<file path="config.mk">
export PLATFORM = sky130hd
export DESIGN_NAME = rr_arbiter_burst
export DESIGN_NICKNAME = d
export VERILOG_FILES = /design/src/rtl/rr_arbiter_burst_pkg.sv /design/src/rtl/rr_arbiter_burst_pick.sv /design/src/rtl/rr_arbiter_burst.sv
export SDC_FILE = /design/constraint.sdc
export NUM_CORES = 1
export LEC_CHECK = 0
export BUFFER_PORTS_ARGS = -buffer_cell sky130_fd_sc_hd__buf_2
export CAP_MARGIN = 30
export CORE_AREA = 5 5 48 50
export DETAILED_ROUTE_END_ITERATION = 10
export DIE_AREA = 0 0 53 55
export PLACE_DENSITY = 0.67
export SLEW_MARGIN = 20
export SYNTH_ARGS = -nofsm -noshare
export SYNTH_HDL_FRONTEND = slang
export SYNTH_HIERARCHICAL = 1
export SYNTH_SLANG_ARGS = --single-unit
</file>
<file path="constraint.sdc">
create_clock -name clk -period 2.1 [get_ports clk]
set_input_delay 0.525 -clock clk [delete_from_list [all_inputs] [get_ports clk]]
set_output_delay 0.525 -clock clk [all_outputs]
set_load 0.02 [all_outputs]
</file>
<file path="src/rtl/rr_arbiter_burst_pkg.sv">
// Shared definitions for the round-robin burst arbiter: limits, config record
// and a one-hot to binary index helper.
package arb_pkg;

  localparam int ARB_MAX_N = 32;

  // Configuration record for reporting an arbiter instance's shape.
  typedef struct packed {
    logic [5:0] n;
    logic [7:0] max_burst;
  } arb_cfg_t;

  // Binary index of the set bit of a one-hot vector; 0 for an all-zero vector.
  function automatic logic [4:0] onehot_to_idx(input logic [ARB_MAX_N-1:0] oh);
    logic [4:0] idx;
    idx = '0;
    for (int i = 0; i < ARB_MAX_N; i++) begin
      if (oh[i]) idx = idx | 5'(i);
    end
    return idx;
  endfunction

endpackage

</file>
<file path="src/rtl/rr_arbiter_burst_pick.sv">
// rr_pick: combinational rotating-priority search. Finds the first set bit of
// req at or above base, wrapping modulo N, using a double-width vector whose
// low half is masked below base so a plain lowest-bit search does the wrap.
module rr_pick
  import arb_pkg::*;
#(
  parameter int N = 4,
  localparam int IDX_W = $clog2(N)
) (
  input  logic [N-1:0]     req,
  input  logic [IDX_W-1:0] base,
  output logic             hit,
  output logic [IDX_W-1:0] winner_idx,
  output logic [N-1:0]     winner_onehot
);

  logic [N-1:0]         mask;
  logic [2*N-1:0]       dbl;
  logic [2*N-1:0]       dbl_oh;
  logic [ARB_MAX_N-1:0] oh_wide;

  // Keep only request bits at or above the search base in the low half.
  always_comb begin
    mask = '0;
    for (int i = 0; i < N; i++) begin
      mask[i] = (i >= int'(base));
    end
  end

  assign dbl = {req, req & mask};

  // Lowest set bit of the double-width vector; upper half covers the wrap.
  always_comb begin
    logic found;
    dbl_oh = '0;
    found  = 1'b0;
    for (int i = 0; i < 2*N; i++) begin
      if (dbl[i] && !found) begin
        dbl_oh[i] = 1'b1;
        found     = 1'b1;
      end
    end
  end

  assign winner_onehot = dbl_oh[N-1:0] | dbl_oh[2*N-1:N];
  assign hit           = |req;
  assign oh_wide       = ARB_MAX_N'(winner_onehot);
  assign winner_idx    = IDX_W'(onehot_to_idx(oh_wide));

endmodule

</file>
<file path="src/rtl/rr_arbiter_burst.sv">
// rr_arbiter_burst: N-way round-robin arbiter with registered one-hot grant.
// An owner keeps the grant for up to MAX_BURST consecutive cycles while it
// keeps requesting; otherwise the search restarts one past the last winner.
// All outputs are registers; req never reaches an output combinationally.
module rr_arbiter_burst
  import arb_pkg::*;
#(
  parameter int N         = 4,
  parameter int MAX_BURST = 4,
  localparam int IDX_W    = $clog2(N),
  localparam int CNT_W    = $clog2(MAX_BURST + 1)
) (
  input  logic             clk,
  input  logic             rst_n,
  input  logic             en,
  input  logic [N-1:0]     req,
  output logic [N-1:0]     grant,
  output logic             grant_valid,
  output logic [IDX_W-1:0] grant_idx,
  output logic             burst_last
);

  localparam logic [CNT_W-1:0] CNT_LAST = CNT_W'(MAX_BURST - 1);

  logic [IDX_W-1:0] ptr;
  logic [CNT_W-1:0] cnt;
  logic [CNT_W-1:0] cnt_inc;
  logic             pick_hit;
  logic [IDX_W-1:0] pick_idx;
  logic [N-1:0]     pick_oh;
  logic [IDX_W:0]   ptr_inc;
  logic [IDX_W-1:0] ptr_next;
  logic             hold;

  rr_pick #(.N(N)) u_pick (
    .req           (req),
    .base          (ptr),
    .hit           (pick_hit),
    .winner_idx    (pick_idx),
    .winner_onehot (pick_oh)
  );

  // Owner keeps the grant while requesting and the burst is not exhausted.
  assign hold    = grant_valid && (|(req & grant)) && (cnt < CNT_LAST);
  assign cnt_inc = cnt + CNT_W'(1);

  // Next search base is one past the winner, wrapped explicitly at N.
  assign ptr_inc  = {1'b0, pick_idx} + (IDX_W+1)'(1);
  assign ptr_next = (ptr_inc == (IDX_W+1)'(N)) ? '0 : ptr_inc[IDX_W-1:0];

  // Grant, burst counter and search base; everything frozen while en=0.
  always_ff @(posedge clk or negedge rst_n) begin
    if (!rst_n) begin
      grant       <= '0;
      grant_valid <= 1'b0;
      grant_idx   <= '0;
      burst_last  <= 1'b0;
      ptr         <= '0;
      cnt         <= '0;
    end else if (en) begin
      if (hold) begin
        cnt        <= cnt_inc;
        burst_last <= (cnt_inc == CNT_LAST);
      end else if (pick_hit) begin
        grant       <= pick_oh;
        grant_valid <= 1'b1;
        grant_idx   <= pick_idx;
        burst_last  <= (CNT_LAST == '0);
        cnt         <= '0;
        ptr         <= ptr_next;
      end else begin
        grant       <= '0;
        grant_valid <= 1'b0;
        grant_idx   <= '0;
        burst_last  <= 1'b0;
      end
    end
  end

endmodule

</file>
Word level (Yosys, flattened, before mapping) --
Cells that the tools add are included.
Storage, ports and cells: logic and storage cells 64, register bits 13, output and inout bits 8, input bits 7
Cells by class: multiplexer cells 24, eq/ne operators 2, bitwise operators 4, order comparisons 4, reduce and logical (&&, ||, !) cells 22, add/subtract/negate cells 2
Operators with widths (number):
- 1-bit 2-to-1 mux | 17
- 1-bit logical AND | 9
- 4-bit bitwise AND | 2
- 2-bit 2-to-1 mux | 4
- 4-bit OR reduction | 2
- 1-bit logical NOT | 7
- 3-bit 2-to-1 mux | 2
- 1-bit by 2-bit >= comparator with 1-bit output, first input constant | 2
- 4-bit 2-to-1 mux | 1
- 4-bit OR | 1
- 2-bit AND reduction | 2
- 2-bit by 1-bit adder with 3-bit output, second input constant | 1
- 3-bit by 1-bit adder with 3-bit output, second input constant | 1
- 3-bit by 2-bit equality test with 1-bit output, second input constant | 1
- 3-bit equality test, second input constant | 1
- 3-bit by 2-bit < comparator with 1-bit output, second input constant | 1
- 3-bit AND reduction | 1
- 2-bit >= comparator, first input constant | 1
- 2-bit nonzero test | 1
- 1-bit inverter | 1

Logic depth before layout (Yosys ltp) --
depth after elaboration 31, gate-level depth with buffers 6, gate-level depth less buffers 6

Modules after synthesis --
The synthesis kept the hierarchy.
By module, submodules not included:
- rr_arbiter_burst | cells each 52, instances 1, area each 648.1 um^2, seq. area each 325.3 um^2
- rr_pick | cells each 29, instances 1, area each 162.7 um^2, seq. area each 0.0 um^2

Worst setup path before layout --
Ideal clock, no wire load.
path kind input -> register, from in req[3], to reg ptr[1], setup slack 535 ps, library setup time 129 ps, arrival 1436 ps, required time 1971 ps, buffers on the path 0, stages on the path 6, path through nand2b_1 a21oi_1 a211oi_1 ha_1 nand2_1 o21ai_0
On the way: cells in the longest elaborated chain, start to end 20, elaborated cells between the ends (all ways) 32, classes of those cells add/sub (1); eq/ne (1); mux (12); bitwise (4); reduce/logical (14)
RTL lines:
- start, declared | line rr_arbiter_burst.sv:16 | input logic [N-1:0] req,
- 4-bit bitwise AND | line rr_arbiter_burst_pick.sv:30 | assign dbl = {req, req & mask};
- 1-bit logical AND | line rr_arbiter_burst_pick.sv:38 | if (dbl[i] && !found) begin
- 1-bit 2-to-1 mux | line rr_arbiter_burst_pick.sv:38
- 1-bit logical NOT | line rr_arbiter_burst_pick.sv:38
- 1-bit logical AND | line rr_arbiter_burst_pick.sv:38
- 1-bit 2-to-1 mux | line rr_arbiter_burst_pick.sv:38
- 1-bit logical NOT | line rr_arbiter_burst_pick.sv:38
- 1-bit logical AND | line rr_arbiter_burst_pick.sv:38
- [... 6 more ...]
- 1-bit 2-to-1 mux | line rr_arbiter_burst_pick.sv:38
- 4-bit OR (*) | line rr_arbiter_burst_pick.sv:45 | assign winner_onehot = dbl_oh[N-1:0] | dbl_oh[2*N-1:N];
- 2-bit 2-to-1 mux (*) | line rr_arbiter_burst_pkg.sv:18 | if (oh[i]) idx = idx | 5'(i);
- net pick_idx[0] | line rr_arbiter_burst.sv:29 | logic [IDX_W-1:0] pick_idx;
- 2-bit by 1-bit adder with 3-bit output (*) | line rr_arbiter_burst.sv:48 | assign ptr_inc = {1'b0, pick_idx} + (IDX_W+1)'(1);
- 3-bit equality test | line rr_arbiter_burst.sv:49 | assign ptr_next = (ptr_inc == (IDX_W+1)'(N)) ? '0 : ptr_inc[IDX_W-1:0];
- 2-bit 2-to-1 mux (*) | line rr_arbiter_burst.sv:49
- net ptr_next[1] | line rr_arbiter_burst.sv:32 | logic [IDX_W-1:0] ptr_next;
- end signal, assigned | line rr_arbiter_burst.sv:70 | ptr <= ptr_next;
- end, declared | line rr_arbiter_burst.sv:25 | logic [IDX_W-1:0] ptr;
Mark *: on every way through the listed nets, which the timed path passes. The rest lies on a longest branch. A chain may end at the register's enable or synchronous reset.

Worst setup path in the final report --
from reg ptr[1], to reg ptr[0]
On the way: cells in the longest elaborated chain, start to end 29, elaborated cells between the ends (all ways) 38, classes of those cells add/sub (1); order compare (3); eq/ne (1); mux (17); bitwise (2); reduce/logical (14)
RTL lines:
- 1-bit by 2-bit >= comparator with 1-bit output | line rr_arbiter_burst_pick.sv:26 | mask[i] = (i >= int'(base));
- 4-bit bitwise AND (*) | line rr_arbiter_burst_pick.sv:30
- 1-bit 2-to-1 mux | line rr_arbiter_burst_pick.sv:38
- 1-bit logical NOT | line rr_arbiter_burst_pick.sv:38
- 1-bit logical AND | line rr_arbiter_burst_pick.sv:38
- 1-bit 2-to-1 mux | line rr_arbiter_burst_pick.sv:38
- 1-bit logical NOT | line rr_arbiter_burst_pick.sv:38
- 1-bit logical AND | line rr_arbiter_burst_pick.sv:38
- [... 14 more ...]
- 1-bit logical AND | line rr_arbiter_burst_pick.sv:38
- 1-bit 2-to-1 mux | line rr_arbiter_burst_pick.sv:38
- 4-bit OR (*) | line rr_arbiter_burst_pick.sv:45
- 2-bit 2-to-1 mux (*) | line rr_arbiter_burst_pkg.sv:18
- net pick_idx[1] | line rr_arbiter_burst.sv:29
- 2-bit by 1-bit adder with 3-bit output (*) | line rr_arbiter_burst.sv:48
- 3-bit equality test (*) | line rr_arbiter_burst.sv:49
- 2-bit 2-to-1 mux (*) | line rr_arbiter_burst.sv:49
Marked as above.

==> flow_summary_export.csv <==
group,metric,value,unit
cells_and_area,num_antenna_cells,0,
floorplanning,dieHeight,55,µm
clock_tree,cts_setup_buffers,0,
setup_path,cpPeakStageDelay,0.48,ns
setup_path,crit_path_end_kind,"register",
sta,setup_slack,0.430,ns
synth,syn_inst,81,
clock_tree,cts_tree,"yes",
synth,ys_seq_elements,13,
synth,ys_types,33,
clock_tree,cts_buffers,3,
cells_and_area,layout_commonest_cell,"buf_2",
setup_path,critPathLaunchType,"register",
sta,post-route-period-util,0.795,
clock_tree,cts_sinks,13,
place,io_buffer_count,14,
sta,grt_setup_unrepaired,"no",
synth,synth_area_leader_cell,"dfrtp_1",
routing,antenna_left,0,
clock_tree,cts_hold_buf,0,
synth,synth_fp_nets,91,
cells_and_area,area_growth,15.9,%
cells_and_area,final_layout_size_suffix_gt1_frac,0.286,
setup_path,required,2.27,ns
sta,fmax,0.599,GHz
routing,num_vias,708,
synth,yosys_warnings,6,
synth,synth-edff-count,0,
synth,syn_area,811,µm²
synth,synth_area_per_cell,10.0,µm²
routing,route.detailed.drc,0,
grt,antenna_found_initial,0,
setup_path,slowest_stage,"dfrtp_1",
place,gp_congestion,0.833,
power,p_per_area,1360,nW/µm²
sta,hold_viol_final,0,
clock_tree,clk_path_buf_depth,2,
grt,grt_pass1_vias,724,
clock_tree,htree_levels,1,
clock_tree,path_clk_slew,0.08,ns
run,drv_cap,0,
clock_tree,cts-root-buf,"clkbuf_4",
setup_path,path_max_fanout,9,
routing,drt_iter0_markers,14,
grt,grt_remaining_overflow,0,
sta,setup_viol,0,
place,hpwl,1390,µm
sta,finalClockSkew,0.000377,ns
sta,slew_headroom,0.760,
power,leakagePower,0.426,nW
floorplanning,initial_core_util,0.435,
setup_path,path_class,"reg -> reg",
grt,track_usage,0.157,
floorplanning,ios,15,
place,placed_cell_area,913,µm²
floorplanning,rows,16,
sta,period_needed,1.67,ns
routing,vias_per_cell,5.66,
setup_path,worstPathArrival,1.85,ns
floorplanning,core_area,1860,µm²
sta,tns,0,ns
routing,wire_per_inst,14.8,µm
clock_tree,clock_insertion_delay_worst_skew,0.27,ns
grt,grt_max_degree,14,
setup_path,r2r_cells,5,
cells_and_area,final_cell_mix,"buf_2 (14), dfrtp_1 (13)",
setup_path,crit_chain,"inv_2 -> a21oi_1 -> o32a_1 -> ha_1 -> o41ai_2",
floorplanning,die_w,53,µm
floorplanning,dieArea,2920,µm²
worst_hold_path,min_path_type,"in -> async",
place,post-place-ws,0.258,ns
cells_and_area,fin_area,940,µm²
routing,totalWireLength,1860,µm
cells_and_area,layout.cells.non_filler,125,
run_status,outcome,"finished clean",
power,irDropWorstVdd,0.690,mV
synth,async_reset_ff_frac,1.00,
synth,synth_top_area_share,0.401,
synth,yosys_most_used_dff,"dfrtp_1",
grt,grt_pass1_wl,3250,µm
clock_tree,cts_resized,0,
sta,final_max_slew_viol_count,0,
place,place_inst,121,
routing,dr.pass1.iters,4,
synth,ys_seq_area_frac,0.401,
cells_and_area,layout.nets,109,
synth,synth_area_leaders,"dfrtp_1 (40%), a32o_1 (7.4%), ha_1 (4.6%)",
sta,worst_slew_pin_slew,0.357,ns
==> where the power goes <==
part           leakage, nW  switching (mW)  internal, mW
clock               0.0150          0.0816        0.0736
sequential           0.167           0.104         0.350
combinational        0.244           0.379         0.293
==> per-layer routing <==
metal | part of all wire | vias to the layer above | GRT usage
met5 | 0 | - | 0
met4 | 0.015 | 0 | 0.0723
met3 | 0.040 | 4 | 0.0509
met2 | 0.49 | 14 | 0.256
met1 | 0.46 | 346 | 0.187
li1 | - | 344 | -
==> state kept, by name, summed over array words and instances, names as in the netlist <==
name	cells
grant_idx	2
burst_last	1
cnt	3
grant_valid	1
grant	4
ptr	2
==> worst paths after layout <==
kind	start	end	slack (ns)
worst max-delay path	ptr[1]$_DFFE_PN0P_	ptr[0]$_DFFE_PN0P_	0.43
worst min-delay path	rst_n	grant[0]$_DFFE_PN0P_	0.12
worst max register to register	ptr[1]$_DFFE_PN0P_	ptr[0]$_DFFE_PN0P_	0.43
worst min register to register	grant_idx[1]$_DFFE_PN0P_	grant_idx[1]$_DFFE_PN0P_	0.50
max in group asynchronous	rst_n	cnt[0]$_DFFE_PN0P_	1.75
min in group clk	grant_idx[1]$_DFFE_PN0P_	grant_idx[1]$_DFFE_PN0P_	0.50
==> critical path: cells and delay by family, from the launching register on <==
| kind | cells | cell delay [ns] |
|---|---|---|
| DFF | 1 | 0.48 |
| buffers and inverters | 1 | 0.14 |
| adders and majority gates | 1 | 0.20 |
| AOI/OAI and AO/OA | 3 | 0.75 |
==> final cells by class <==
cell class	instances	area [µm²]
multi-input cells	61	458
well taps	27	33.8
clock buffers	4	26.3
repair buffers	15	77.6
fillers	189	922
flip-flops and latches	13	325
inverters	5	18.8
==> cell usage after synthesis (all sizes together) (2+ instances only) <==
cell type	instances
a211oi	2
a21oi	7
a22o	2
a32o	6
buf	2
dfrtp	13
ha	3
inv	5
nand2	7
nand2b	4
nand3	3
nor2	5
nor3	2
o211a	2
o21ai	6
o2bb2ai	2
==> stage by stage <==
step                hold slack, ns  utilization  power [mW]
global placement             0.428        0.491        1.12
finish                       0.124        0.505        1.28
CTS                          0.125        0.505        1.29
detailed placement           0.433        0.491        1.13
global route                 0.124        0.505        1.39
floorplan                    0.229            -       0.938
==> cell families after synthesis <==
family,Yosys count,share of synthesized area
AOI/OAI and AO/OA,33,0.358
xor gates and xnor gates,1,0.0108
adders and majority gates,3,0.0463
buffers and inverters,7,0.0339
DFF,13,0.401
and+or+nand+nor,24,0.150
Note: power is estimated with default switching activity, not from simulation.
